==> src/rtl/ex_issue_sequencer.sv <==
// Issue sequencer between decode and execute: one-entry hold register plus a
// pending-write scoreboard. Optional perf counters under EX_SEQ_PERF_EN.
module ex_issue_sequencer #(
    parameter int unsigned PAYLOAD_W = 160,
    parameter int unsigned REG_AW    = 5
) (
    input  logic                   i_clk,
    input  logic                   i_reset,
    input  logic                   i_dec_valid,
    output logic                   o_dec_ready,
    input  logic [PAYLOAD_W-1:0]   i_dec_payload,
    input  logic [REG_AW-1:0]      i_rs1_addr,
    input  logic [REG_AW-1:0]      i_rs2_addr,
    input  logic                   i_uses_rs1,
    input  logic                   i_uses_rs2,
    input  logic [REG_AW-1:0]      i_rd_addr,
    input  logic                   i_rd_we,
    output logic                   o_ex_start,
    output logic [PAYLOAD_W-1:0]   o_ex_payload,
    input  logic                   i_ex_done,
    input  logic                   i_ex_pc_load,
    input  logic                   i_wb_valid,
    input  logic [REG_AW-1:0]      i_wb_rd_addr,
    output logic                   o_flush,
    output logic [(2**REG_AW)-1:0] o_scoreboard,
    output logic [1:0]             o_state
`ifdef EX_SEQ_PERF_EN
    ,
    output logic [31:0]            o_issue_count,
    output logic [31:0]            o_stall_count,
    output logic [31:0]            o_flush_count
`endif
);

    localparam int unsigned SB_W = 2**REG_AW;

    typedef enum logic [1:0] {
        ST_IDLE = 2'd0,
        ST_HOLD = 2'd1,
        ST_WAIT = 2'd2,
        ST_BAD  = 2'd3
    } state_t;

    state_t              state, state_n;
    logic [REG_AW-1:0]   rs1_q, rs2_q, rd_q;
    logic                uses_rs1_q, uses_rs2_q, rd_we_q;
    logic                accept, hazard, start_n, flush_n, ready_n;
    logic [SB_W-1:0]     clr_mask, set_mask, sb_byp, sb_n;

    assign o_state = state;

    // Next state, scoreboard update and issue decision; writeback clears are
    // applied before the hazard check so a retiring write unblocks this cycle.
    always_comb begin
        state_n  = state;
        accept   = 1'b0;
        start_n  = 1'b0;
        flush_n  = 1'b0;
        clr_mask = '0;
        set_mask = '0;
        if (i_wb_valid && (i_wb_rd_addr != '0)) begin
            clr_mask[i_wb_rd_addr] = 1'b1;
        end
        sb_byp = o_scoreboard & ~clr_mask;
        hazard = (uses_rs1_q && (rs1_q != '0) && sb_byp[rs1_q])
               | (uses_rs2_q && (rs2_q != '0) && sb_byp[rs2_q])
               | (rd_we_q    && (rd_q  != '0) && sb_byp[rd_q]);
        case (state)
            ST_IDLE: begin
                if (i_dec_valid && o_dec_ready) begin
                    accept  = 1'b1;
                    state_n = ST_HOLD;
                end
            end
            ST_HOLD: begin
                if (!hazard) begin
                    start_n = 1'b1;
                    state_n = ST_WAIT;
                    if (rd_we_q && (rd_q != '0)) begin
                        set_mask[rd_q] = 1'b1;
                    end
                end
            end
            ST_WAIT: begin
                if (i_ex_done) begin
                    state_n = ST_IDLE;
                    flush_n = i_ex_pc_load;
                end
            end
            default: state_n = ST_IDLE;
        endcase
        sb_n    = sb_byp | set_mask;
        ready_n = (state_n == ST_IDLE) && !flush_n;
    end

    always_ff @(posedge i_clk or posedge i_reset) begin
        if (i_reset) begin
            state        <= ST_IDLE;
            o_ex_start   <= 1'b0;
            o_flush      <= 1'b0;
            o_dec_ready  <= 1'b0;
            o_scoreboard <= '0;
            o_ex_payload <= '0;
            rs1_q        <= '0;
            rs2_q        <= '0;
            rd_q         <= '0;
            uses_rs1_q   <= 1'b0;
            uses_rs2_q   <= 1'b0;
            rd_we_q      <= 1'b0;
        end else begin
            state        <= state_n;
            o_ex_start   <= start_n;
            o_flush      <= flush_n;
            o_dec_ready  <= ready_n;
            o_scoreboard <= sb_n;
            if (accept) begin
                o_ex_payload <= i_dec_payload;
                rs1_q        <= i_rs1_addr;
                rs2_q        <= i_rs2_addr;
                rd_q         <= i_rd_addr;
                uses_rs1_q   <= i_uses_rs1;
                uses_rs2_q   <= i_uses_rs2;
                rd_we_q      <= i_rd_we;
            end
        end
    end

`ifdef EX_SEQ_PERF_EN
    logic stall;
    assign stall = (state == ST_HOLD) && hazard;

    // Saturating event counters
    always_ff @(posedge i_clk or posedge i_reset) begin
        if (i_reset) begin
            o_issue_count <= '0;
            o_stall_count <= '0;
            o_flush_count <= '0;
        end else begin
            if (start_n && (o_issue_count != 32'hFFFF_FFFF)) o_issue_count <= o_issue_count + 32'd1;
            if (stall   && (o_stall_count != 32'hFFFF_FFFF)) o_stall_count <= o_stall_count + 32'd1;
            if (flush_n && (o_flush_count != 32'hFFFF_FFFF)) o_flush_count <= o_flush_count + 32'd1;
        end
    end
`endif

endmodule

==> config.mk <==
export PLATFORM = sky130hd
export DESIGN_NAME = ex_issue_sequencer
export DESIGN_NICKNAME = d
export VERILOG_FILES = /design/src/rtl/ex_issue_sequencer.sv
export SDC_FILE = /design/constraint.sdc
export NUM_CORES = 1
export LEC_CHECK = 0
export BUFFER_PORTS_ARGS = -buffer_cell sky130_fd_sc_hd__buf_2
export CORE_UTILIZATION = 45
export CTS_BUF_LIST = sky130_fd_sc_hd__clkbuf_4 sky130_fd_sc_hd__clkbuf_8 sky130_fd_sc_hd__clkbuf_16
export DETAILED_ROUTE_END_ITERATION = 7
export PLACE_DENSITY = 0.84
export SLEW_MARGIN = 20
export SYNTH_ARGS = -nofsm -noshare
export SYNTH_HDL_FRONTEND = slang
export SYNTH_SLANG_ARGS = --single-unit
==> constraint.sdc <==
create_clock -name i_clk -period 11 [get_ports i_clk]
set_input_delay 0.55 -clock i_clk [delete_from_list [all_inputs] [get_ports i_clk]]
set_output_delay 0.55 -clock i_clk [all_outputs]
set_load 0.03 [all_outputs]
; ---- Yosys cells after proc, flatten, opt, wreduce, memory -nomap -nowiden
; Cells that the tools add are included.
[word_totals]
ff_bits = 215
latchBits = 0
mem_bits_rw = 0
mem_bits_ro = 0
input_bits = 189
word_cells = 67
n_memories = 0
[op_classes]
add_sub_neg = 0
multipliers = 0
div = 0
order_cmp = 6
eq_ne = 2
shifts = 0
muxes = 24
bitwise = 5
reduce_logical = 18
[op_table]
columns = operator, count
row1 = 32-bit two-way mux, 4
row2 = 32-bit bitwise AND, 1
row3 = 32-bit NOT, 1
row4 = 32-bit OR, 1
row5 = 5-bit by 6-bit less-than comparator with 1-bit output (second input constant), 4
row6 = 5-bit nonzero test, 4
row7 = 1-bit binary-select mux with 5-bit select, 3
row8 = 1-bit logical AND, 11
row9 = 1-bit two-way mux, 11
row10 = 1-bit demux with 5-bit select, 2
row11 = 5-bit by 1-bit >= comparator with 1-bit output (second input constant), 2
row12 = 2-bit two-way mux, 3
row13 = 2-bit case mux with 3 select lines, 1
row14 = 2-bit logical NOT, 2
row15 = 2-bit by 1-bit == test with 1-bit output (second input constant), 1
row16 = 2-bit == test (second input constant), 1
row17 = 1-bit OR, 2
row18 = 1-bit logical NOT, 1

; ---- Longest topological paths before layout
; Gate-level depths: netlist of run 1.
[logic_depth]
depth_word = 16
mapped_depth = 11
mapped_depth_nobuf = 7

; ---- Worst setup path after synthesis of run 1
; No wires, ideal clock.
[synth_path]
path_kind = input port to flip-flop
startpoint = in i_wb_rd_addr[3]
endpoint = reg o_scoreboard[16]
setup_ns = 0.092
arrival_ns = 2.472
required_ns = 10.908
slack_ns = 8.436
stages = 9
path_buffers = 2
path_cell_list = or4b_1 > buf_2 > o311a_1 > a21oi_1 > o311ai_1 > a32oi_2 > nand2_4 > buf_6 > o31ai_2
[synth_via]
elab_chain_len = 15
elab_cells_between_ends = 24
[synth_rtl]
columns = item, line
row1 = start: declaration, 23  ; input logic [REG_AW-1:0] i_wb_rd_addr,
row2 = 5-bit by 6-bit less-than comparator with 1-bit output (implied by the code) or 5-bit by 1-bit >= comparator with 1-bit output (tied branches), 62  ; clr_mask[i_wb_rd_addr] = 1'b1;
row3 = 1-bit logical AND (implied by the code), 62
row4 = 1-bit two-way mux (implied by the code), 62
row5 = 1-bit demux with 5-bit select, 62
row6 = 32-bit two-way mux *, 61  ; if (i_wb_valid && (i_wb_rd_addr != '0)) begin
row7 = 32-bit NOT *, 64  ; sb_byp = o_scoreboard & ~clr_mask;
row8 = 32-bit bitwise AND *, 64
row9 = "1-bit binary-select mux with 5-bit select, on equally long branches", "65, 66"
row10 = "1-bit two-way mux, on equally long branches", "65, 66"
row11 = "1-bit logical AND, on equally long branches", "65, 66"
row12 = 1-bit OR, 66  ; | (uses_rs2_q && (rs2_q != '0) && sb_byp[rs2_q])
row13 = 1-bit OR, 67  ; | (rd_we_q && (rd_q != '0) && sb_byp[rd_q]);
row14 = 32-bit two-way mux, 76  ; if (!hazard) begin
row15 = 32-bit two-way mux, 68  ; case (state)
row16 = 32-bit OR *, 92  ; sb_n = sb_byp | set_mask;
row17 = via sb_n[16], 48  ; logic [SB_W-1:0] clr_mask, set_mask, sb_byp, sb_n;
row18 = end signal: assignment, 115  ; o_scoreboard <= sb_n;
row19 = end: declaration, 25  ; output logic [(2**REG_AW)-1:0] o_scoreboard,
; Mark *: on every way through the listed nets, which the timed path passes. The rest lies on a longest branch. The select of a mux whose other input is x is not followed.
; A chain may end at the register's enable or synchronous reset.

; ---- Worst setup path after layout of run 1
[layout_path]
startpoint = reg rd_q[1]
endpoint = reg o_scoreboard[12]
[layout_via]
elab_chain_len = 8
elab_cells_between_ends = 15
[layout_rtl]
columns = item, line
row1 = start: declaration, 45  ; logic [REG_AW-1:0] rs1_q, rs2_q, rd_q;
row2 = start signal: assignment, 120  ; rd_q <= i_rd_addr;
row3 = 5-bit by 6-bit less-than comparator with 1-bit output (implied by the code) or 5-bit by 1-bit >= comparator with 1-bit output (tied branches), 80  ; set_mask[rd_q] = 1'b1;
row4 = 1-bit logical AND (implied by the code), 80
row5 = 1-bit two-way mux (implied by the code), 80
row6 = 1-bit demux with 5-bit select, 80
row7 = 32-bit two-way mux, 79  ; if (rd_we_q && (rd_q != '0)) begin
row8 = 32-bit two-way mux *, 76
row9 = 32-bit two-way mux *, 68
row10 = 32-bit OR *, 92
row11 = via sb_n[12], 48
; Marks and branches as above.

==> summary.md, run 1 <==
| Metric | Value |
|---|---|
| Largest net degree at the start of global routing | `82` |
| CTS tree | `done` |
| First-pass GRT wire length | `45700 um` |
| Nets | `1336` |
| Initial Util | `46.0%` |
| Largest delay share family, worst path | `compound AO/OA/AOI/OAI gates` |
| Area contributors post-synth | `dfrtp_1, mux2_2, mux2i_1, o21ai_0, nand3_1` |
| Post-synthesis xor/xnor area fraction | `0.698%` |
| Synth Instances | `789` |
| Synth Area in Simple Gates | `under 10%` |
| Crit-path max FO | `27` |
| Worst path max stage delay | `0.80 ns` |
| Syn_nets | `978` |
| Flop and latch count out of synthesis | `roughly 220` |
| Static Leakage | `6.00 nW` |
| Final min period | `3.59 ns` |
| Worst VDD drop | `0.000241 V` |
| Hold Buf Count CTS | `0` |
| Layout cell share with drive strength beyond 1 | `a little under three fifths` |
| Setup TNS | `0 ns` |
| Die X-Extent | `151 um` |
| Mapped Area | `0.0100 mm2` |
| Peak Freq | `about 0.28 GHz` |
| Critical-path cell list | `clkinv_1 -> a31oi_4 -> a21boi_0 -> nand4_1 -> or4b_1 -> nand2_4 -> o21ai_0` |
| Gr usage total | `a little over a quarter` |
| CTS Buf Count | `24` |
| Seq/Total Area, Yosys | `between 50% and 60%` |
| Die Ht | `151 um` |
| First-pass DRT Iterations | `5` |
| Fin crit share | `32.6%` |
| Adder-cell area share of the yosys netlist | `0%` |
| Routed Wire Length | `30700 um` |
| Avg Cell Area, Syn | `12.7 um2` |
| Final Util | `59.2%` |
| Number of global-route vias before repair | `8254` |
| Core Rows | `54` |
| Worst slew pin tran | `1.17 ns` |
| Fin. Hold Viols | `0` |
| Final GP Congestion | `0.983` |
| Core Area | `0.0218 mm2` |
| # resized after CTS | `0` |
| CP endpoint kind | `register` |
| Largest family of logic cells by synthesized area | `multiplexers` |
| Slew HR | `21.5%` |
| Routed Antenna Nets | `0` |
| Worst Path Buf+Inv | `1` |
| Share of flip-flops with an asynchronous set or reset | `100%` |
| Pwr Density | `349 mW/mm2` |
| Pins Over Slew Limit | `0` |
| Grt total ovfl | `0` |
| Clock Tree Root | `clkbuf_16` |
| Initial antenna violation count | `6` |
| Mux contribution to synthesized area | `23.7%` |
| Clk Latency, worst-skew pair | `0.53 ns` |
| Netlist cell types | `69` |
| Number of fill cells | `1795` |
| DP HPWL | `between 20000 and 25000 um` |
| Vias | `8243` |
| Final setup violation count | `0` |
| Kind of critical path | `reg -> reg` |
| Yosys top cell area share | `about 54%` |
| Number of max-cap violations | `0` |
| Io pins | `386` |
| Layout Area Growth over Synthesis | `28.7%` |
| Critical path's slowest cell | `dfrtp_1` |
| Postcts setup bufs | `0` |
| Top_reg_cell synth | `dfrtp_1` |
| CP required | `11.36 ns` |
| DR iter-0 viols | `556` |
| Die ar. | `about 0.023 mm2` |
| CTS H-tree depth | `1` |
| Layout Skew | `0.0305 ns` |
| Routed vias/inst | `5.70` |
| DRC viols | `0` |
| Arrival @ worst endpoint | `3.95 ns` |
| HP Class | `in -> async` |
| CTS clk-pin slew, worst paths | `0.06 ns` |
| Synthesis Warnings | `0` |
| Startpoint class of the critical path | `register` |
| Port bufs | `385` |
| Cell taking the most area after synthesis | `dfrtp_1` |
| Status | `finished clean` |
| Num Clock Sinks | `about 220` |
| CTS Buffer Depth | `3` |
| RSZ-0062 raised after global routing | `no` |
| Routed WL per cell | `21.3 um` |
| EDFF count, synth | `0` |
| Compound-Gate Fraction of Synth Area | `9.72%` |
[flip-flops by register name (all words and copies together) (netlist names)]
name and cells:
rs1_q 5, o_state 2, o_scoreboard 32, o_ex_start 1, o_flush 1, o_ex_payload 160
o_dec_ready 1, rs2_q 5, uses_rs2_q 1, uses_rs1_q 1, rd_we_q 1, rd_q 5
[final timing paths]
path | start | depth (start not counted) | slack [ns] | endpoint
max in group asynchronous | i_reset | 3 | 9.53 | o_ex_payload[57]
min | i_reset | 2 | 0.08 | o_ex_payload[114]
min reg2reg | o_ex_payload[90] | 1 | 0.50 | o_ex_payload[90]
max | rd_q[1] | 7 | 7.41 | o_scoreboard[12]
max reg2reg | rd_q[1] | 7 | 7.41 | o_scoreboard[12]
min in group i_clk | i_rs1_addr[2] | 3 | 0.24 | rs1_q[2]
[layout by cell type (no fill, tap or decap), types with 4 or more instances in the layout]
cell type and n:
clkbuf_16 24, nand4_1 13, nand3_1 29, o211ai_1 5, o2111ai_1 4, xnor2_1 4, xor2_1 4, o311ai_0 5
o311a_1 4, nand2b_1 9, dfrtp_1 215, nor2_1 15, a311oi_1 8, nor3b_1 5, buf_4 5, nor4_1 7
clkbuf_8 6, o21ai_0 54, a31oi_1 4, mux2_2 181, nand2_1 20, o31ai_1 7, inv_1 6, nor2b_1 7
nor3_1 12, buf_2 385, o22ai_1 4, clkbuf_4 7, a21oi_1 7, and3_1 6, mux2i_1 27, o31ai_2 11
[Yosys cell counts, types with 5 or more instances]
library cell / number
a21oi_1: 7
a311oi_1: 8
and3_1: 6
buf_2: 16
buf_4: 6
clkbuf_1: 33
dfrtp_1: 215
inv_1: 7
mux2_2: 181
mux2i_1: 27
nand2_1: 20
nand2b_1: 9
nand3_1: 29
nand4_1: 13
nor2_1: 15
nor2b_1: 7
nor3_1: 13
nor3b_1: 5
nor4_1: 7
o211ai_1: 5
o21ai_0: 54
o311ai_0: 5
o31ai_1: 7
o31ai_2: 11
[through the flow]
stage	power (mW)	instances	hold WS (ns)	area, um2	worst slack (ns)
floorplan	3.03	789	0.474	10000	4.57
global placement	3.62	1401	0.483	12100	7.32
detailed placement	3.69	1401	0.489	12100	7.19
CTS	4.52	1444	0.111	12900	7.16
global route	4.72	1444	0.124	12900	7.15
finish	4.51	1445	0.0752	12900	7.41
[worst register-to-register path, cell delays in order (launching register included)]
cell	delay, ns
dfrtp_1	0.80
clkinv_1	0.49
a31oi_4	0.66
a21boi_0	0.24
nand4_1	0.11
or4b_1	0.61
nand2_4	0.33
o21ai_0	0.20
[report_power, final]
part | leakage [nW] | total (mW) | switching, mW | internal [mW]
Clock | 0.409 | 0.815 | 0.328 | 0.486
Sequential | 2.60 | 1.52 | 0.352 | 1.17
Combinational | 2.98 | 2.17 | 1.39 | 0.777
Total | 6.00 | 4.51 | 2.07 | 2.43
[routing by layer]
layer | part of all wire (%) | vias to the layer above | wire, um | track usage, %
met3 | 8.9 | 64 | 2740 | 6.72
met2 | 52 | 442 | 15800 | 45.9
li1 | - | 3664 | - | -
met5 | 0.14 | - | 43 | 0
met4 | 3.3 | 6 | 1010 | 9.60
met1 | 36 | 4067 | 11100 | 31.0
[area by class of cell]
type	instances	area, um2	share of cell area, %
sequential	215	5380	41.6
multi-input combinational	506	4360	33.8
timing repair buffer	390	1960	15.2
clock buffer	37	736	5.69
tap	280	350	2.71
clock inverter	6	82.6	0.639
inverter	10	45.0	0.349
antenna	1	2.50	0.0194
[logic make-up after synthesis]
| family | after synthesis |
|---|---|
| and+or+nand+nor | 153 |
| xor gates and xnor gates | 8 |
| muxes | 211 |
| buffers and inverters | 68 |
| DFF | 215 |
| AOI/OAI and AO/OA | 134 |
Note: power is estimated with default switching activity, not from simulation.
==> inputs of run 2 (changes only) <==
==> constraint.sdc (replaced) <==
create_clock -name i_clk -period 3.5 [get_ports i_clk]
set_input_delay 0.175 -clock i_clk [delete_from_list [all_inputs] [get_ports i_clk]]
set_output_delay 0.175 -clock i_clk [all_outputs]
set_load 0.03 [all_outputs]
==> run 2 against run 1 <==
Via count is 15% higher. Worst hold slack better by 0.16 ns. Cell count rose by 14%. Worst setup slack lost 7.0 ns. Global-route usage rose by 5.5 points. Register-to-register slack worse by 7.0 ns. Largest power group unchanged.
==> summary.md, run 2 (synthesis results as in run 1) <==
| Metric | Value |
|---|---|
| Combinational share of power | `49.7% (was 48.2%)` |
| Fin. Hold Viols | `0 (unchanged)` |
| Die X-Extent | `151 um (unchanged)` |
| CTS Buf Count | `24 (unchanged)` |
| Pwr Density | `998 mW/mm2 (was 349 mW/mm2)` |
| Io pins | `386 (unchanged)` |
| Number of fill cells | `1497 (was 1795)` |
| Core Rows | `54 (unchanged)` |
| Psw | `6.92 mW (was 2.07 mW)` |
| CTS Buffer Depth | `3 (unchanged)` |
| Post-Layout Cell Count | `1643 (was 1445)` |
| Layout cell share with drive strength beyond 1 | `48.3% (was 55.3%)` |
| Fin crit share | `87.6% (was 32.6%)` |
| First-pass GRT wire length | `55000 um (was 45700 um)` |
| Switching Share | `46.6% (was 46.0%)` |
| Routed Wire Length | `37000 um (was 30700 um)` |
| Die Ht | `151 um (unchanged)` |
| Commonest non-fill, non-tap cell in the layout | `buf_2 (unchanged)` |
| Core Area | `0.0218 mm2 (unchanged)` |
| Kind of critical path | `reg -> reg (unchanged)` |
| Static Leakage | `6.81 nW (was 6.00 nW)` |
| Peak Freq | `0.326 GHz (was 0.279 GHz)` |
| HP Class | `in -> reg (was in -> async)` |
| First-pass DRT Iterations | `5 (unchanged)` |
| CTS clk-pin slew, worst paths | `0.06 ns (about the same)` |
| Gr usage total | `31.8% (was 26.3%)` |
| Overall Power | `14.8 mW (was 4.51 mW)` |
| CP required | `3.87 ns (was 11.36 ns)` |
| R2R Setup Slk | `0.43 ns (was 7.41 ns)` |
| Layout Area Growth over Synthesis | `48.1% (was 28.7%)` |
| Regs by FF count | `o_ex_payload (160), o_scoreboard (32) (unchanged)` |
| Clock Power Share | `17.9% (was 18.1%)` |
| Slew HR | `33.7% (was 21.5%)` |
| Most frequent cells in the layout | `buf_2, dfrtp_1, dlygate4sd3_1, mux2_2, o21ai_0 (was buf_2, dfrtp_1, mux2_2, o21ai_0, nand3_1)` |
| Status | `finished clean (unchanged)` |
| Port bufs | `385 (unchanged)` |
| CP endpoint kind | `register (unchanged)` |
| Final GP Congestion | `0.949 (was 0.983)` |
| Clock Tree Root | `clkbuf_16 (unchanged)` |
| Die ar. | `0.0229 mm2 (unchanged)` |
| Worst VDD drop | `0.000631 V (was 0.000241 V)` |
| Number of max-cap violations | `0 (unchanged)` |
| Largest register FFs | `160 (unchanged)` |
| Clk Latency, worst-skew pair | `0.52 ns (was 0.53 ns)` |
| Initial antenna violation count | `5 (was 6)` |
| DP Worst Slack | `0.556 ns (was 7.19 ns)` |
| Worst slew pin tran | `0.994 ns (was 1.17 ns)` |
| Grt total ovfl | `0 (unchanged)` |
| RSZ-0062 raised after global routing | `no (unchanged)` |
| Postcts setup bufs | `0 (unchanged)` |
| Pint | `7.92 mW (was 2.43 mW)` |
| Initial Util | `46.0% (unchanged)` |
| Final instance area | `0.0149 mm2 (was 0.0129 mm2)` |
| Nets | `1529 (was 1336)` |
| DR iter-0 viols | `683 (was 556)` |
| Placed Area | `0.0122 mm2 (was 0.0121 mm2)` |
| Routed vias/inst | `5.75 (was 5.70)` |
| Post-route setup slack | `0.433 ns (was 7.41 ns)` |
| Vias | `9449 (was 8243)` |
| Final min period | `3.07 ns (was 3.59 ns)` |
| Number of global-route vias before repair | `9824 (was 8254)` |
| Final setup violation count | `0 (unchanged)` |
| Layout Skew | `0.0242 ns (was 0.0305 ns)` |
| Routed WL per cell | `22.5 um (was 21.3 um)` |
| Pins Over Slew Limit | `0 (unchanged)` |
| Startpoint class of the critical path | `register (unchanged)` |
| CTS H-tree depth | `1 (unchanged)` |
| Biggest register | `o_ex_payload (unchanged)` |
| DRC viols | `0 (unchanged)` |
| DP HPWL | `22900 um (was 22500 um)` |
| Seq pwr share | `32.4% (was 33.7%)` |
| Cells after DPL | `1412 (was 1401)` |
| Setup TNS | `0 ns (unchanged)` |
| Arrival @ worst endpoint | `3.44 ns (was 3.95 ns)` |
| Num Clock Sinks | `215 (unchanged)` |
| Crit-path max FO | `13 (was 27)` |
| Routed Antenna Nets | `0 (unchanged)` |
| CTS tree | `done (unchanged)` |
| Largest net degree at the start of global routing | `167 (was 82)` |
[run 2: changes by cell type in the layout (fill, tap and decap cells not counted), moves of 2 or more]
cell | before | now
buf_12 | 0 | 2
buf_4 | 5 | 14
clkbuf_4 | 7 | 4
clkinvlp_4 | 1 | 4
diode_2 | 1 | 6
dlygate4sd3_1 | 0 | 182
[run 2: power by group through the flow]
stage | logic (mW) | registers [mW] | clock network [mW]
6_report | 7.37 | 4.81 | 2.66
5_1_grt | 7.67 | 4.95 | 2.79
4_1_cts | 7.20 | 4.67 | 2.66
3_5_place_dp | 7.01 | 4.70 | 0
3_3_place_gp | 6.88 | 4.63 | 0
2_1_floorplan | 3.03 | 6.50 | 0
[run 2: path summary, 6_finish.rpt]
path / start / endpoint / depth (start not counted)
max: rs1_q[0] / o_scoreboard[2] / 8
min: i_wb_rd_addr[2] / o_scoreboard[14] / 4
max reg2reg: rs1_q[0] / o_scoreboard[2] / 8
min reg2reg: o_scoreboard[0] / o_scoreboard[0] / 0
max in group asynchronous: i_reset / o_ex_payload[133] / 4
min in group asynchronous: i_reset / o_ex_payload[30] / 4
[run 2: routing by layer]
| metal | share of wire (%) | wire (um) | track usage (%) |
|---|---|---|---|
| met1 | 36 | 13400 | 37.9 |
| met2 | 51 | 18900 | 54.6 |
| met3 | 7.6 | 2810 | 5.66 |
| met4 | 5.4 | 2010 | 17.1 |
| met5 | 0 | 0 | 0 |
[run 2: layout make-up]
cell class	count	area, um2	area share, %
flip-flops and latches	215	5380	36.2
well taps	280	350	2.36
repair buffers	583	3890	26.2
inverters	10	41.3	0.278
clock inverters	8	97.6	0.656
clock buffers	35	738	4.96
diodes	6	15.0	0.101
multi-input cells	506	4350	29.3
[run 2: through the flow]
step,hold slack [ns],utilization [%]
floorplan,0.292,-
global placement,0.381,55.9
detailed placement,0.385,55.9
CTS,0.209,68.1
global route,0.242,68.1
finish,0.233,68.1
[run 2: worst max-delay path: stages (launching register included)]
cell and delay (ns):
dfrtp_1 0.64, buf_4 0.30, xor2_1 0.30, nor3_1 0.08, o311ai_0 0.38, a2bb2oi_1 0.27
nand3_1 0.38, nand3_1 0.43, o21ai_0 0.17
[run 2: repair_timing]
action	4_1_cts	5_1_grt
endpoints found under the hold margin	321	0
hold buffers	182	0
resized for setup	0	0
